$ cat src/rtl/programmable_timeout_timer_if.sv
// Control/status bundle for programmable_timeout_timer.
// master drives commands (game FSM or bench); slave is the timer itself.
interface programmable_timeout_timer_if #(
   parameter int unsigned CNT_W = 16
) ();
   logic             start;
   logic             abort;
   logic             pause;
   logic             periodic;
   logic [CNT_W-1:0] load_ms;
   logic             busy;
   logic             timeout;
   logic             done;
   logic [CNT_W-1:0] remaining_ms;
   logic             warn;

   modport master (
      output start, abort, pause, periodic, load_ms,
      input  busy, timeout, done, remaining_ms, warn
   );

   modport slave (
      input  start, abort, pause, periodic, load_ms,
      output busy, timeout, done, remaining_ms, warn
   );
endinterface

$ cat src/rtl/programmable_timeout_timer.sv
// Prescaled 1 ms down-counter with one-shot/periodic modes, pause, abort and restart.
// Define TIMER_WARN_EN to build the remaining-time warn pulse; otherwise warn is tied low.
module programmable_timeout_timer #(
   parameter int unsigned TICKS_PER_MS = 50000,
   parameter int unsigned CNT_W        = 16,
   parameter int unsigned WARN_MS      = 1000
) (
   input logic                         clk,
   input logic                         rst,
   programmable_timeout_timer_if.slave tmr_io
);
   localparam int unsigned   PW       = (TICKS_PER_MS > 1) ? $clog2(TICKS_PER_MS) : 1;
   localparam logic [PW-1:0] PrescMax = PW'(TICKS_PER_MS - 1);

   typedef enum logic [1:0] {StIdle, StRun, StExpired} state_e;

   state_e           state_q, state_d;
   logic [PW-1:0]    presc_q, presc_d;
   logic [CNT_W-1:0] rem_q, rem_d;
   logic [CNT_W-1:0] load_q, load_d;
   logic             periodic_q, periodic_d;
   logic             timeout_q, timeout_d;
   logic             ms_tick;

   // A millisecond boundary only counts when no command overrides it this cycle.
   assign ms_tick = !tmr_io.abort && !tmr_io.start && (state_q == StRun) &&
                    !tmr_io.pause && (presc_q == PrescMax);

   always_comb begin
      state_d    = state_q;
      presc_d    = presc_q;
      rem_d      = rem_q;
      load_d     = load_q;
      periodic_d = periodic_q;
      timeout_d  = 1'b0;

      if (tmr_io.abort) begin
         state_d = StIdle;
         presc_d = '0;
         rem_d   = '0;
      end else if (tmr_io.start) begin
         presc_d    = '0;
         load_d     = tmr_io.load_ms;
         periodic_d = tmr_io.periodic;
         if (tmr_io.load_ms != '0) begin
            rem_d   = tmr_io.load_ms;
            state_d = StRun;
         end else begin
            // Zero interval expires immediately without entering RUN.
            rem_d     = '0;
            timeout_d = 1'b1;
            state_d   = tmr_io.periodic ? StIdle : StExpired;
         end
      end else if ((state_q == StRun) && !tmr_io.pause) begin
         if (ms_tick) begin
            presc_d = '0;
            if (rem_q <= CNT_W'(1)) begin
               timeout_d = 1'b1;
               if (periodic_q) begin
                  rem_d = load_q;
               end else begin
                  rem_d   = '0;
                  state_d = StExpired;
               end
            end else begin
               rem_d = rem_q - CNT_W'(1);
            end
         end else begin
            presc_d = presc_q + PW'(1);
         end
      end
   end

   always_ff @(posedge clk or negedge rst) begin
      if (!rst) begin
         state_q    <= StIdle;
         presc_q    <= '0;
         rem_q      <= '0;
         load_q     <= '0;
         periodic_q <= 1'b0;
         timeout_q  <= 1'b0;
      end else begin
         state_q    <= state_d;
         presc_q    <= presc_d;
         rem_q      <= rem_d;
         load_q     <= load_d;
         periodic_q <= periodic_d;
         timeout_q  <= timeout_d;
      end
   end

   assign tmr_io.busy         = (state_q == StRun);
   assign tmr_io.done         = (state_q == StExpired);
   assign tmr_io.timeout      = timeout_q;
   assign tmr_io.remaining_ms = rem_q;

`ifdef TIMER_WARN_EN
   logic warn_arm_d, warn_arm_q;
   logic warn_d, warn_q;

   // Arm on the decrement that lands on the threshold; pulse one cycle after it is visible.
   always_comb begin
      warn_arm_d = 1'b0;
      warn_d     = warn_arm_q;
      if (ms_tick && (rem_q > CNT_W'(1)) && ((rem_q - CNT_W'(1)) == CNT_W'(WARN_MS))) begin
         warn_arm_d = 1'b1;
      end
   end

   always_ff @(posedge clk or negedge rst) begin
      if (!rst) begin
         warn_arm_q <= 1'b0;
         warn_q     <= 1'b0;
      end else begin
         warn_arm_q <= warn_arm_d;
         warn_q     <= warn_d;
      end
   end

   assign tmr_io.warn = warn_q;
`else
   assign tmr_io.warn = 1'b0;
`endif
endmodule

$ cat src/flat_wrapper.sv
// flat-port wrapper written by rule: the top's interface ports become plain ports
module programmable_timeout_timer_flat 
#(
   parameter int unsigned TICKS_PER_MS = 50000,
   parameter int unsigned CNT_W        = 16,
   parameter int unsigned WARN_MS      = 1000
)
  (clk, rst, tmr_io_start, tmr_io_abort, tmr_io_pause, tmr_io_periodic, tmr_io_load_ms, tmr_io_busy, tmr_io_timeout, tmr_io_done, tmr_io_remaining_ms, tmr_io_warn);
  programmable_timeout_timer_if #(.CNT_W(CNT_W)) tmr_io_i ();
  input logic clk;
  input logic rst;
  input wire logic [$bits(tmr_io_i.start)-1:0] tmr_io_start;
  input wire logic [$bits(tmr_io_i.abort)-1:0] tmr_io_abort;
  input wire logic [$bits(tmr_io_i.pause)-1:0] tmr_io_pause;
  input wire logic [$bits(tmr_io_i.periodic)-1:0] tmr_io_periodic;
  input wire logic [$bits(tmr_io_i.load_ms)-1:0] tmr_io_load_ms;
  output wire logic [$bits(tmr_io_i.busy)-1:0] tmr_io_busy;
  output wire logic [$bits(tmr_io_i.timeout)-1:0] tmr_io_timeout;
  output wire logic [$bits(tmr_io_i.done)-1:0] tmr_io_done;
  output wire logic [$bits(tmr_io_i.remaining_ms)-1:0] tmr_io_remaining_ms;
  output wire logic [$bits(tmr_io_i.warn)-1:0] tmr_io_warn;
  assign tmr_io_i.start = tmr_io_start;
  assign tmr_io_i.abort = tmr_io_abort;
  assign tmr_io_i.pause = tmr_io_pause;
  assign tmr_io_i.periodic = tmr_io_periodic;
  assign tmr_io_i.load_ms = tmr_io_load_ms;
  assign tmr_io_busy = tmr_io_i.busy;
  assign tmr_io_timeout = tmr_io_i.timeout;
  assign tmr_io_done = tmr_io_i.done;
  assign tmr_io_remaining_ms = tmr_io_i.remaining_ms;
  assign tmr_io_warn = tmr_io_i.warn;
  programmable_timeout_timer #(.TICKS_PER_MS(TICKS_PER_MS), .CNT_W(CNT_W), .WARN_MS(WARN_MS)) u_core (.clk(clk), .rst(rst), .tmr_io(tmr_io_i));
endmodule
$ cat config.mk
export PLATFORM = sky130hd
export DESIGN_NAME = programmable_timeout_timer_flat
export DESIGN_NICKNAME = d
export VERILOG_FILES = /design/src/rtl/programmable_timeout_timer_if.sv /design/src/rtl/programmable_timeout_timer.sv /design/src/flat_wrapper.sv
export SDC_FILE = /design/constraint.sdc
export NUM_CORES = 1
export LEC_CHECK = 0
export ABC_CLOCK_PERIOD_IN_PS = 5500
export CAP_MARGIN = 20
export CELL_PAD_IN_SITES_DETAIL_PLACEMENT = 1
export CELL_PAD_IN_SITES_GLOBAL_PLACEMENT = 1
export CORE_AREA = 3 3 91 93
export CTS_CLUSTER_SIZE = 30
export DETAILED_ROUTE_END_ITERATION = 8
export DIE_AREA = 0 0 94 96
export MAX_ROUTING_LAYER = met4
export PLACE_DENSITY = 0.82
export SLEW_MARGIN = 20
export SYNTH_ARGS = -nofsm -noshare
export SYNTH_HDL_FRONTEND = slang
export SYNTH_SLANG_ARGS = --single-unit
$ cat constraint.sdc
create_clock -name clk -period 5.5 [get_ports clk]
set_clock_uncertainty 0.05 [all_clocks]
set_input_delay 1.375 -clock clk [delete_from_list [all_inputs] [get_ports clk]]
set_output_delay 1.375 -clock clk [all_outputs]
set_load 0.1 [all_outputs]
== Yosys cells after proc, flatten, opt, wreduce, memory -nomap -nowiden ==
Index checks and enable logic that the tools add are counted.
Widths: inputs -> output; s select.
Operators by class
  multiplexer cells: 25
  add/sub/neg operators: 2
  reduce and logical (&&, ||, !) cells: 15
  $lt $le $gt $ge: 1
  equality and inequality tests: 4
  bitwise logic cells: 1
Operators by type and width (count)
  $mux 16: 11
  $add 16x1->16 const B: 1
  $eq 16x16->1 const B: 1
  $le 16x1->1 const B: 1
  $mux 2: 8
  $reduce_bool 16->1: 1
  $sub 16x1->16 const B: 1
  $reduce_bool 3->1: 3
  $mux 1: 6
  $logic_and 1x1->1: 5
  $reduce_and 2->1: 2
  $reduce_and 4->1: 1
  $logic_not 1->1: 3
  $ne 3x3->1 const B: 1
  $eq 2x1->1 const B: 1
  $eq 2x2->1 const B: 1
  $not 1->1: 1
Storage, ports and cells
  logic and storage cells: 54
  register bits: 52
  output and inout port bits: 20

== Depth between registers and ports, before layout ==
  depth in word-level cells: 9
  depth in mapped cells: 8
  mapped depth without buffers: 7

== Least setup slack after synthesis ==
No wires, ideal clock.
  path kind: reg-to-output
  start: register u_core.state_q[0]
  end: output tmr_io_done
  path buffers: 0
  arrival time: 1727 ps
  cell stages (with the launch flop): 2
  slack: 2348 ps
  cells stage by stage: dfrtp_1 nor2b_1
On the way
  longest elaborated chain between the ends: 1
RTL lines
  from (decl): RTL line programmable_timeout_timer.sv:17  | state_e state_q, state_d;
  from (signal assigned): RTL line programmable_timeout_timer.sv:76  | state_q <= StIdle;
  from (signal assigned): RTL line programmable_timeout_timer.sv:83  | state_q <= state_d;
  $eq 2x2->1: RTL line programmable_timeout_timer.sv:93  | assign tmr_io.done = (state_q == StExpired);
  to (decl): RTL line flat_wrapper.sv:19  | output wire logic [$bits(tmr_io_i.done)-1:0] tmr_io_done;
No other way between the ends.

== Final worst setup path ==
  start: input tmr_io_pause
  end: register u_core.rem_q[3], in the netlist u_core.tmr_io.remaining_ms[3]
On the way
  longest elaborated chain between the ends: 5
RTL lines
  from (decl): RTL line flat_wrapper.sv:14  | input wire logic [$bits(tmr_io_i.pause)-1:0] tmr_io_pause;
  $logic_not 1->1 (*): RTL line programmable_timeout_timer.sv:27, programmable_timeout_timer.sv:54
  $logic_and 1x1->1: RTL line programmable_timeout_timer.sv:26  | assign ms_tick = !tmr_io.abort && !tmr_io.start && (state_q == StRun) &&
  $logic_and 1x1->1: RTL line programmable_timeout_timer.sv:27  | !tmr_io.pause && (presc_q == PrescMax);
  $reduce_bool 3->1 (no source line)
  $reduce_and 2->1 (no source line) (*)
  to (signal assigned): RTL line programmable_timeout_timer.sv:85  | rem_q <= rem_d;
  to (decl): RTL line programmable_timeout_timer.sv:19  | logic [CNT_W-1:0] rem_q, rem_d;
Mark *: on every way between the ends. The rest lies on a longest branch, timed or not.
A chain may end at the register's enable or synchronous reset.

==> impl_results.html <==
<table>
<tr><th>Metric</th><th>Value</th></tr>
<tr><th colspan="2">Finish</th></tr>
<tr><td>Fraction of final layout cells with drive strength greater than 1</td><td>0.119</td></tr>
<tr><td>Flip-flop and latch area</td><td>1300 µm²</td></tr>
<tr><td>Area occupied by multi-input gates</td><td>1580 µm²</td></tr>
<tr><td>Area growth from synthesis to final layout</td><td>19.0%</td></tr>
<tr><td>Final-layout fill cell count</td><td>879</td></tr>
<tr><td>Final #Nets</td><td>369</td></tr>
<tr><td>Highest-count cells in the layout ignoring fill and taps</td><td>sky130_fd_sc_hd__dfrtp_1 (52), sky130_fd_sc_hd__clkdlybuf4s50_1 (39), sky130_fd_sc_hd__nand2_1 (28)</td></tr>
<tr><td>Most common cell after layout, fill and taps aside</td><td>sky130_fd_sc_hd__dfrtp_1</td></tr>
<tr><td>Inserted Diodes</td><td>0</td></tr>
<tr><th colspan="2">Synth</th></tr>
<tr><td>Synth warnings</td><td>0</td></tr>
<tr><td>Synth async-reset ratio</td><td>1.00</td></tr>
<tr><td>Cell count after synthesis</td><td>308</td></tr>
<tr><td>Register bit count reported by yosys</td><td>52</td></tr>
<tr><td>Commonest register cell after synthesis</td><td>sky130_fd_sc_hd__dfrtp_1</td></tr>
<tr><td>Register area share after synthesis</td><td>0.435</td></tr>
<tr><td>Leading cell types by total area after synthesis</td><td>sky130_fd_sc_hd__dfrtp_1 (43%), sky130_fd_sc_hd__mux2_2 (7.5%), sky130_fd_sc_hd__a21oi_1 (4.0%), sky130_fd_sc_hd__xnor2_1 (3.8%), sky130_fd_sc_hd__nand2_1 (3.5%)</td></tr>
<tr><td>Yosys top cell area share</td><td>0.435</td></tr>
<tr><td>Count of flip-flops with a built-in enable after synthesis</td><td>0</td></tr>
<tr><td>Synthesized area per cell</td><td>9.72 µm²</td></tr>
<tr><td>Yosys cell types</td><td>51</td></tr>
<tr><td>Cell type with the largest total area after synthesis</td><td>sky130_fd_sc_hd__dfrtp_1</td></tr>
<tr><td>Summed instance area of the synthesized netlist</td><td>2990 µm²</td></tr>
<tr><td>Post-synthesis net count</td><td>333</td></tr>
<tr><th colspan="2">Route</th></tr>
<tr><td>Count of nets left with antenna violations after detail routing</td><td>0</td></tr>
<tr><td>Post-Route WL</td><td>8740 µm</td></tr>
<tr><td>Iter 0 DRT Violations</td><td>148</td></tr>
<tr><td>Detail-routed via count per cell</td><td>5.94</td></tr>
<tr><td>First-pass detailed-route iteration total</td><td>4</td></tr>
<tr><td>Detailed-route via count</td><td>2656</td></tr>
<tr><td>Wirelength per Cell</td><td>19.6 µm</td></tr>
<tr><td>DR DRC count</td><td>0</td></tr>
<tr><th colspan="2">Global routing</th></tr>
<tr><td>GR Overflow Total</td><td>0</td></tr>
<tr><td>Tot GR Track Use</td><td>0.212</td></tr>
<tr><td>Initial antenna violation count</td><td>0</td></tr>
<tr><td>Via count of the first global-routing pass</td><td>2775</td></tr>
<tr><td>Global-route wire length before repair</td><td>14500 µm</td></tr>
<tr><td>Largest net degree at the start of global routing</td><td>53</td></tr>
<tr><th colspan="2">Clock network</th></tr>
<tr><td>Post_cts resized</td><td>0</td></tr>
<tr><td># hold bufs at CTS</td><td>0</td></tr>
<tr><td>Clock Pin Slew Worst Setup and Hold Paths</td><td>0.09 ns</td></tr>
<tr><td>Clock insertion delay at the later pin of the skew report</td><td>0.31 ns</td></tr>
<tr><td>Setup Fix Bufs, Post-CTS</td><td>0</td></tr>
<tr><td>Number of levels the H-tree was split into</td><td>2</td></tr>
<tr><td>Worst-case clock buffer depth</td><td>2</td></tr>
<tr><td>TritonCTS sink count</td><td>52</td></tr>
<tr><td>CTS buffer count</td><td>5</td></tr>
<tr><td>TritonCTS clock tree</td><td>built</td></tr>
<tr><td>Clock root buffer</td><td>sky130_fd_sc_hd__clkbuf_8</td></tr>
<tr><th colspan="2">Power</th></tr>
<tr><td>PD cells</td><td>259 nW/µm²</td></tr>
<tr><td>Peak supply drop</td><td>96.4 µV</td></tr>
<tr><td>Static Leakage</td><td>1.38 nW</td></tr>
<tr><th colspan="2">Setup path</th></tr>
<tr><td>Setup slack of the worst register-to-register path</td><td>2.76 ns</td></tr>
<tr><td>Largest delay contributor family on the critical path</td><td>compound AO/OA/AOI/OAI gates</td></tr>
<tr><td>Slowest stage delay, CP</td><td>0.81 ns</td></tr>
<tr><td>Class of the most critical setup path</td><td>in -&gt; reg</td></tr>
<tr><td>Timing startpoint of the critical path</td><td>tmr_io_pause</td></tr>
<tr><td>Capture point of the worst reg-to-reg path</td><td>u_core.tmr_io.remaining_ms[11]</td></tr>
<tr><td>Slowest stage cell on the critical path</td><td>sky130_fd_sc_hd__a21o_1</td></tr>
<tr><td>Sort of element at the end of the critical path</td><td>flip-flop</td></tr>
<tr><td>Worst path cell trace</td><td>clkdlybuf4s50_1 -&gt; or4bb_1 -&gt; nor3_2 -&gt; a21o_1 -&gt; o221ai_1 -&gt; a21oi_1</td></tr>
<tr><td>Critical path peak fanout</td><td>26</td></tr>
<tr><td>Crit Reg-Reg Startpoint</td><td>u_core.tmr_io.remaining_ms[4]</td></tr>
<tr><td>Arrival time reported for the critical path endpoint</td><td>3.86 ns</td></tr>
<tr><td>CP Launch Type</td><td>input pin</td></tr>
<tr><td>Depth of the worst register-to-register path</td><td>5</td></tr>
<tr><td>Critical path data required time</td><td>5.68 ns</td></tr>
<tr><td>WP buf/inv</td><td>1</td></tr>
<tr><td>Critical path depth</td><td>6</td></tr>
<tr><th colspan="2">Min path</th></tr>
<tr><td>Hold_sp</td><td>u_core.load_q[2]</td></tr>
<tr><td>Class of the tightest hold or removal check</td><td>reg -&gt; reg</td></tr>
<tr><td>Destination of the worst hold path</td><td>u_core.load_q[2]</td></tr>
<tr><td>Hold path cells</td><td>1</td></tr>
<tr><th colspan="2">STA</th></tr>
<tr><td>Measured slew at the worst slew-check pin</td><td>0.985 ns</td></tr>
<tr><td>Max-slew violation count</td><td>0</td></tr>
<tr><td>Worst slew margin relative to its limit</td><td>0.341</td></tr>
<tr><td>Final Hold Viols</td><td>0</td></tr>
<tr><td>Endpoints failing setup</td><td>0</td></tr>
<tr><td>Final worst slack</td><td>1.83 ns</td></tr>
<tr><td>Achievable clock frequency</td><td>272 MHz</td></tr>
<tr><td>Final min period</td><td>3.67 ns</td></tr>
<tr><td>Final-layout setup total negative slack</td><td>0 ns</td></tr>
<tr><td>Period utilisation layout</td><td>0.668</td></tr>
<tr><td>Unrepaired setup endpoints after global routing</td><td>false</td></tr>
<tr><th colspan="2">Die</th></tr>
<tr><td>Die Footprint</td><td>9020 µm²</td></tr>
<tr><td>Initial cell density of the core</td><td>0.393</td></tr>
<tr><td>Rows</td><td>32</td></tr>
<tr><td>Die height</td><td>96 µm</td></tr>
<tr><td>Horizontal extent of the die</td><td>94 µm</td></tr>
<tr><td>Core area</td><td>7610 µm²</td></tr>
<tr><td>Io pins</td><td>42</td></tr>
<tr><th colspan="2">Outcome</th></tr>
<tr><td>Result of the run</td><td>complete, no violations</td></tr>
<tr><th colspan="2">Job</th></tr>
<tr><td>Number of maximum-capacitance violations</td><td>0</td></tr>
<tr><th colspan="2">Place</th></tr>
<tr><td>Placer congestion estimate</td><td>0.861</td></tr>
<tr><td>Pre-CTS setup slack</td><td>1.53 ns</td></tr>
<tr><td>Number of buffers added on ports</td><td>40</td></tr>
<tr><td>Final HPWL from detailed placement</td><td>6080 µm</td></tr>
</table>
-- cells in the mapped netlist (3+ instances only) --
library cell               number
sky130_fd_sc_hd__dfrtp_1       52
sky130_fd_sc_hd__nand2_1       28
sky130_fd_sc_hd__a21oi_1       24
sky130_fd_sc_hd__nor2_1        22
sky130_fd_sc_hd__mux2_2        20
sky130_fd_sc_hd__nor3_1        15
sky130_fd_sc_hd__xnor2_1       13
sky130_fd_sc_hd__xor2_1        11
sky130_fd_sc_hd__a211oi_1      10
sky130_fd_sc_hd__clkbuf_1      10
sky130_fd_sc_hd__nand4_1        9
sky130_fd_sc_hd__nor4_1         9
sky130_fd_sc_hd__a31oi_1        8
sky130_fd_sc_hd__a221oi_1       6
sky130_fd_sc_hd__nand3_1        6
sky130_fd_sc_hd__o21ai_0        6
sky130_fd_sc_hd__o221ai_1       5
sky130_fd_sc_hd__inv_1          4
sky130_fd_sc_hd__buf_2          3
sky130_fd_sc_hd__ha_1           3
-- power by group --
| group | total [mW] | switching, mW | internal (mW) |
|---|---|---|---|
| clock | 0.229 | 0.126 | 0.103 |
| combinational | 0.253 | 0.167 | 0.0865 |
| sequential | 0.440 | 0.0304 | 0.410 |
-- logic make-up after synthesis --
kind of cell    count (synthesis)  share of synthesized area
compound gates                 68                      0.149
simple gates                  117                      0.217
xor+xnor                       24                     0.0702
mux                            21                     0.0786
fa+ha+maj                       3                     0.0125
other cells                     1                    0.00125
flops                          52                      0.435
buf+inv                        22                     0.0364
-- how the worst max path moves through the flow --
stage / to / slack, ns
after floorplan: tmr_io_done / 2.35
after global placement: u_core.tmr_io.remaining_ms[5] / 1.60
after detailed placement: u_core.tmr_io.remaining_ms[1] / 1.53
after CTS: u_core.tmr_io.remaining_ms[3] / 1.86
after global routing: u_core.tmr_io.remaining_ms[3] / 1.67
final: u_core.tmr_io.remaining_ms[3] / 1.83
-- final cells by class --
class | instances | area share
sequential | 52 | 0.365
tap | 102 | 0.0358
inverter | 5 | 0.00527
timing repair buffer | 46 | 0.124
multi-input combinational | 234 | 0.444
clock buffer | 8 | 0.0253
-- per-stage QoR --
step / util / instance area, µm² / cells / power (mW) / hold slack, ns
after floorplan: - / 2990 / 308 / 0.618 / 0.428
after global placement: 0.456 / 3470 / 439 / 0.690 / 0.437
after detailed placement: 0.456 / 3470 / 439 / 0.699 / 0.444
after CTS: 0.468 / 3560 / 447 / 0.929 / 0.465
after global routing: 0.468 / 3560 / 447 / 0.967 / 0.478
final: 0.468 / 3560 / 447 / 0.923 / 0.466
-- flip-flops by register name, indices dropped and copies added (netlist names) --
name,count
u_core.load_q,16
u_core.periodic_q,1
u_core.presc_q,16
u_core.state_q,2
u_core.tmr_io.remaining_ms,16
u_core.tmr_io.timeout,1
-- routing by layer --
metal  wire length [µm]  GRT usage
met1               3720      0.268
met5                  0          -
met3                448     0.0352
met2               4430      0.357
met4                139     0.0517
-- worst register-to-register path, cell delays in order (launching register included) --
cell	delay, ns
sky130_fd_sc_hd__dfrtp_1	0.48
sky130_fd_sc_hd__nor3_2	0.59
sky130_fd_sc_hd__and2_1	0.59
sky130_fd_sc_hd__and2_2	0.39
sky130_fd_sc_hd__a41oi_1	0.15
sky130_fd_sc_hd__o32ai_1	0.37
(Power assumes the default switching activity.)
